--- config.mk ---
export PLATFORM = sky130hd
export DESIGN_NAME = trap_handler
export DESIGN_NICKNAME = d
export VERILOG_FILES = /design/src/rtl/trap_pkg.sv /design/src/rtl/trap_cause_encoder.sv /design/src/rtl/trap_handler.sv
export SDC_FILE = /design/constraint.sdc
export NUM_CORES = 1
export LEC_CHECK = 0
export CELL_PAD_IN_SITES_DETAIL_PLACEMENT = 0
export CELL_PAD_IN_SITES_GLOBAL_PLACEMENT = 1
export CORE_UTILIZATION = 39
export CTS_CLUSTER_DIAMETER = 150
export DETAILED_ROUTE_END_ITERATION = 10
export PLACE_DENSITY = 0.92
export RECOVER_POWER = 25
export SLEW_MARGIN = 25
export SYNTH_ARGS = -nofsm -noshare
export SYNTH_HDL_FRONTEND = slang
export SYNTH_SLANG_ARGS = --single-unit
--- constraint.sdc ---
create_clock -name clk_i -period 4.6 [get_ports clk_i]
set_input_delay 1.38 -clock clk_i [delete_from_list [all_inputs] [get_ports clk_i]]
set_output_delay 1.38 -clock clk_i [all_outputs]
set_load 0.005 [all_outputs]
--- src/rtl/trap_pkg.sv ---
// trap_pkg: exception bit indices, mcause codes, CSR addresses and FSM states for trap_handler
package trap_pkg;
  localparam int EXC_FETCH   = 0;
  localparam int EXC_DECODE  = 1;
  localparam int EXC_ANOMALY = 2;
  localparam int EXC_ECALL   = 3;
  localparam int EXC_EBREAK  = 4;
  localparam logic [3:0] CAUSE_FETCH   = 4'd1;
  localparam logic [3:0] CAUSE_DECODE  = 4'd2;
  localparam logic [3:0] CAUSE_ANOMALY = 4'd2;
  localparam logic [3:0] CAUSE_EBREAK  = 4'd3;
  localparam logic [3:0] CAUSE_ECALL   = 4'd11;
  localparam logic [11:0] CSR_MTVEC   = 12'h305;
  localparam logic [11:0] CSR_MEPC    = 12'h341;
  localparam logic [11:0] CSR_MCAUSE  = 12'h342;
  localparam logic [11:0] CSR_TRAPCNT = 12'hB03;
  typedef enum logic [1:0] {IDLE, CAPTURE, REDIRECT, HALTED} trap_state_e;
endpackage

--- src/rtl/trap_cause_encoder.sv ---
// trap_cause_encoder: priority-encodes the CPU exception bits into {valid, fatal, mcause code}
module trap_cause_encoder
  import trap_pkg::*;
(
  input  logic [4:0] exceptions,
  output logic       valid,
  output logic       fatal,
  output logic [3:0] cause
);
  assign valid = |exceptions;
  assign fatal = |exceptions[EXC_ANOMALY:EXC_FETCH];
  always_comb
    cause = exceptions[EXC_FETCH]   ? CAUSE_FETCH   :
            exceptions[EXC_DECODE]  ? CAUSE_DECODE  :
            exceptions[EXC_ANOMALY] ? CAUSE_ANOMALY :
            exceptions[EXC_EBREAK]  ? CAUSE_EBREAK  :
            exceptions[EXC_ECALL]   ? CAUSE_ECALL   : 4'd0;
endmodule

--- src/rtl/trap_handler.sv ---
// trap_handler: machine-mode trap entry/mret sequencer with mepc/mcause/mtvec; TRAP_COUNT_EN adds a trap counter CSR
module trap_handler
  import trap_pkg::*;
#(
  parameter int DATA_WIDTH = 64,
  parameter logic [DATA_WIDTH-1:0] MTVEC_RST = 64'h0000_0000_8000_0100
) (
  input  logic                  clk_i,
  input  logic                  rst_i,
  input  logic [7:0]            exceptions_i,
  input  logic [DATA_WIDTH-1:0] pc_i,
  input  logic                  mret_i,
  input  logic                  csr_we_i,
  input  logic [11:0]           csr_addr_i,
  input  logic [DATA_WIDTH-1:0] csr_wdata_i,
  output logic [DATA_WIDTH-1:0] csr_rdata_o,
  output logic                  pc_hold_o,
  output logic                  redirect_o,
  output logic [DATA_WIDTH-1:0] redirect_pc_o,
  output logic                  halt_o
);
  trap_state_e state, state_d;
  logic [DATA_WIDTH-1:0] mepc, mcause, mtvec, target, cnt_rd;
  logic [3:0] cause, cause_q;
  logic exc_valid, exc_fatal, fatal_q, idle, trap, sw_we;
  logic unused_bits;
  trap_cause_encoder u_enc (
    .exceptions(exceptions_i[4:0]),
    .valid     (exc_valid),
    .fatal     (exc_fatal),
    .cause     (cause)
  );
  assign unused_bits = ^{exceptions_i[7:5], pc_i[1:0]};
  assign idle  = state == IDLE;
  assign trap  = idle && exc_valid;
  assign sw_we = idle && csr_we_i;
  always_comb
    state_d = state == IDLE     ? (exc_valid ? CAPTURE : mret_i ? REDIRECT : IDLE) :
              state == CAPTURE  ? (fatal_q ? HALTED : REDIRECT) :
              state == REDIRECT ? IDLE : HALTED;
  always_ff @(posedge clk_i) begin
    if (rst_i) begin
      state   <= IDLE;
      mepc    <= '0;
      mcause  <= '0;
      mtvec   <= MTVEC_RST;
      target  <= '0;
      cause_q <= '0;
      fatal_q <= 1'b0;
    end else begin
      state <= state_d;
      if (sw_we && csr_addr_i == CSR_MTVEC) mtvec <= {csr_wdata_i[DATA_WIDTH-1:2], 2'b00};
      // A capture in the same cycle as a software write keeps the captured PC
      if (trap) mepc <= {pc_i[DATA_WIDTH-1:2], 2'b00};
      else if (sw_we && csr_addr_i == CSR_MEPC) mepc <= {csr_wdata_i[DATA_WIDTH-1:2], 2'b00};
      if (state == CAPTURE) mcause <= DATA_WIDTH'(cause_q);
      else if (sw_we && csr_addr_i == CSR_MCAUSE) mcause <= csr_wdata_i;
      if (trap) begin
        cause_q <= cause;
        fatal_q <= exc_fatal;
      end
      if (idle && !exc_valid && mret_i) target <= mepc;
      else if (state == CAPTURE) target <= {mtvec[DATA_WIDTH-1:2], 2'b00};
    end
  end
`ifdef TRAP_COUNT_EN
  logic [63:0] trap_cnt;
  always_ff @(posedge clk_i) begin
    if (rst_i) trap_cnt <= '0;
    else if (trap) trap_cnt <= trap_cnt + {63'd0, ~&trap_cnt};
    else if (sw_we && csr_addr_i == CSR_TRAPCNT) trap_cnt <= 64'(csr_wdata_i);
  end
  assign cnt_rd = DATA_WIDTH'(trap_cnt);
`else
  assign cnt_rd = '0;
`endif
  assign csr_rdata_o = csr_addr_i == CSR_MTVEC   ? mtvec  :
                       csr_addr_i == CSR_MEPC    ? mepc   :
                       csr_addr_i == CSR_MCAUSE  ? mcause :
                       csr_addr_i == CSR_TRAPCNT ? cnt_rd : '0;
  assign pc_hold_o     = trap || !idle;
  assign redirect_o    = state == REDIRECT;
  assign redirect_pc_o = redirect_o ? target : '0;
  assign halt_o        = state == HALTED;
endmodule

==> impl_metrics.csv <==
group,metric,value,unit
status,status,"finished, violations left",
status,violations,"capacitance limit, slew limit",
placement,dp_slack,-0.503,ns
worst_setup_path,path_max_fanout,15,
cts,cts_inserted_buffers,29,
floorplanning,die_h,177,µm
timing,final_max_slew_viol_count,312,
detailed_routing,drc_errors,0,
worst_setup_path,reg2reg_slack,1.39,ns
cts,clkLatencyLatePin,0.56,ns
grt,grtUsageTotal,0.274,
detailed_routing,wirelength,43700,µm
timing,totalNegativeSetupSlack,0,ns
cts,clk_pin_slew_worst_paths,0.06,ns
placement,placed_area,0.0151,mm²
worst_setup_path,worstPathRequired,3.22,ns
final_layout,syn_to_final_growth,38.4,%
floorplanning,start_util,0.399,
worst_setup_path,r2r-end,"target[42]",
worst_setup_path,cp-end-kind,"output pin",
timing,relSlewSlack,-0.517,
final_layout,final_area,0.0164,mm²
synthesis,ys.warnings.count,0,
synthesis,synth_seq_area_share,0.431,
worst_setup_path,crit_start,"csr_addr_i[3]",
detailed_routing,vias,12488,
worst_setup_path,critPathCapture,"csr_rdata_o[62]",
detailed_routing,wl_per_cell,19.5,µm
final_layout,nets,1975,
timing,period_needed,4.54,ns
grt,grt_pass1_vias,12095,
floorplanning,die_x,177,µm
timing,skew,0.0141,ns
timing,whs,0.450,ns
worst_setup_path,crit_type,"in -> out",
timing,fin_crit_sh,0.988,
final_layout,finish.utilization,0.552,
grt,grt-ovfl-total,0,
timing,setup_ws,0.0557,ns
worst_setup_path,startpoint_type,"primary input",
detailed_routing,ant_nets,0,
timing,finalSetupViolCount,0,
power,vdd_drop_max,275,µV
detailed_routing,viasPerCell,5.58,
synthesis,yosysUniqueCellTypes,33,
power,p_leak,5.78,nW
floorplanning,rows,63,
final_layout,fillers,2773,
placement,place.gp.congestion,0.804,
run,drv_cap,5,
final_layout,drive_gt1_frac,0.128,
grt,antenna_found_initial,6,
cts,cts_hold_buf,0,
grt,grt_max_degree,83,
detailed_routing,dr.pass1.iters,5,
cts,cts_root_buf,"clkbuf_16",
synthesis,postSynthCellCount,1573,
floorplanning,die_area,0.0312,mm²
cts,clkSinkCount,256,
synthesis,synth.avg_cell_area,7.55,µm²
timing,worst_slew_pin_slew,2.28,ns
worst_setup_path,rr_worst_depth,5,
power,powerDensity,321,mW/mm²
synthesis,ys_seq_elements,256,
min_path,hold_path_class,"reg -> reg",
floorplanning,core,0.0298,mm²
worst_setup_path,cp.arrival,3.16,ns
power,power.total,5.29,mW
worst_setup_path,r2r-start,"state[0]",
final_layout,final_cells,2240,
timing,final-hold-violation-count,0,
placement,numPlacedInstances,2146,
timing,timing.fmax,0.220,GHz
cts,cts_tree,"built",
grt,grt_pass1_wl,66800,µm
cts,h-tree-depth,1,
cts,cts_buffer_depth,3,
floorplanning,ioPinCount,283,
placement,place.port_buffers,275,
placement,dpl.hpwl,25800,µm
synthesis,mappedNetlistArea,0.0119,mm²
detailed_routing,drt_iter0_markers,858,
## power breakdown
group	internal (mW)	total (mW)	switching [mW]
Sequential	2.31	2.38	0.0701
Clock	1.37	2.33	0.955
Combinational	0.242	0.582	0.340
## worst max-delay path: stages
cell and delay [ns]:
dlygate4sd2_1 0.25, buf_4 0.16, nor4b_4 0.28, buf_6 0.18, buf_4 0.13, buf_12 0.10
buf_16 0.16, a22oi_1 0.10, o21ai_1 0.19, clkdlybuf4s15_2 0.24
## registers in the layout, summed over array words and instances (netlist names)
register	cells
mcause	64
mepc	62
mtvec	62
target	62
cause_q	3
state	2
fatal_q	1
## Yosys cell counts, drive strengths merged
| cell type | instances | share of area |
|---|---|---|
| a21oi | 125 | 0.053 |
| o31ai | 1 | 0.00063 |
| o21bai | 2 | 0.0013 |
| a22oi | 62 | 0.039 |
| clkbuf | 98 | 0.031 |
| nand3 | 1 | 0.00042 |
| nand4 | 3 | 0.0016 |
| a311oi | 127 | 0.12 |
| conb | 1 | 0.00032 |
| nor3 | 1 | 0.00084 |
| buf | 49 | 0.025 |
| and2 | 63 | 0.033 |
| a211oi | 2 | 0.0013 |
| and4bb | 1 | 0.0011 |
| and3 | 3 | 0.0016 |
| nand2 | 560 | 0.18 |
| nor2 | 135 | 0.043 |
| dfxtp | 256 | 0.43 |
| a221oi | 1 | 0.00074 |
| nand2b | 2 | 0.0011 |
| nor4bb | 2 | 0.0017 |
| and4 | 4 | 0.0029 |
| o21ai | 65 | 0.027 |
| nand4bb | 1 | 0.00095 |
| or4 | 1 | 0.00095 |
| inv | 3 | 0.00095 |
| nor4b | 3 | 0.0022 |
| nor2b | 1 | 0.00053 |
## placed cells by master (no fill, tap or decap), drive strengths merged, types with 8 or more instances in the layout
cell type      netlist  final
nor2               135    135
nand2              560    560
clkbuf              98     62
clkdlybuf4s15        0      8
a21oi              125    125
clkdlybuf4s50        0    198
and2                63     63
dfxtp              256    256
clkinv               0      8
o21ai               65     65
dlygate4sd2          0     43
a22oi               62     62
a311oi             127    127
buf                 49     95
## per-layer routing
metal / global-route usage / share of wire / up-vias
met3: 0.0424 / 0.084 / 121
met4: 0.110 / 0.034 / 2
met5: 0 / 0.00030 / -
met1: 0.361 / 0.42 / 5882
met2: 0.445 / 0.46 / 604
li1: - / - / 5879
## logic make-up after synthesis
kind of cell / Yosys count / synth area share
simple gates: 781 / 0.269
compound gates: 385 / 0.243
flops: 256 / 0.431
buf+inv: 150 / 0.0572
other cells: 1 / 0.000316
## worst min-delay path by stage
stage                          start         end  slack (ns)  depth (start not counted)
after floorplan              fatal_q     fatal_q        0.43                          2
after global placement    mcause[21]  mcause[21]        0.44                          2
after detailed placement  mcause[23]  mcause[23]        0.44                          2
after CTS                 mcause[52]  mcause[52]        0.45                          2
after global routing      mcause[52]  mcause[52]        0.46                          2
final                     mcause[38]  mcause[38]        0.45                          2
## final cells by class
class | count | area (µm²) | area share
Clock buffer | 44 | 882 | 0.0536
Tap cell | 390 | 488 | 0.0297
Multi-Input combinational cell | 1168 | 6180 | 0.376
Sequential cell | 256 | 5120 | 0.312
Antenna cell | 4 | 10.0 | 0.000609
Timing Repair Buffer | 365 | 3670 | 0.223
Clock inverter | 10 | 82.6 | 0.00502
Inverter | 3 | 11.3 | 0.000685
## what timing repair did
item | in CTS | in global routing
cloned | 6 | 0
buffers inserted | 23 | 7
setup endpoints to repair | 64 | 35
pin swaps | 19 | 5
endpoints found under the hold margin | 0 | 0
resized for setup | 188 | 27
(Power assumes the default switching activity.)
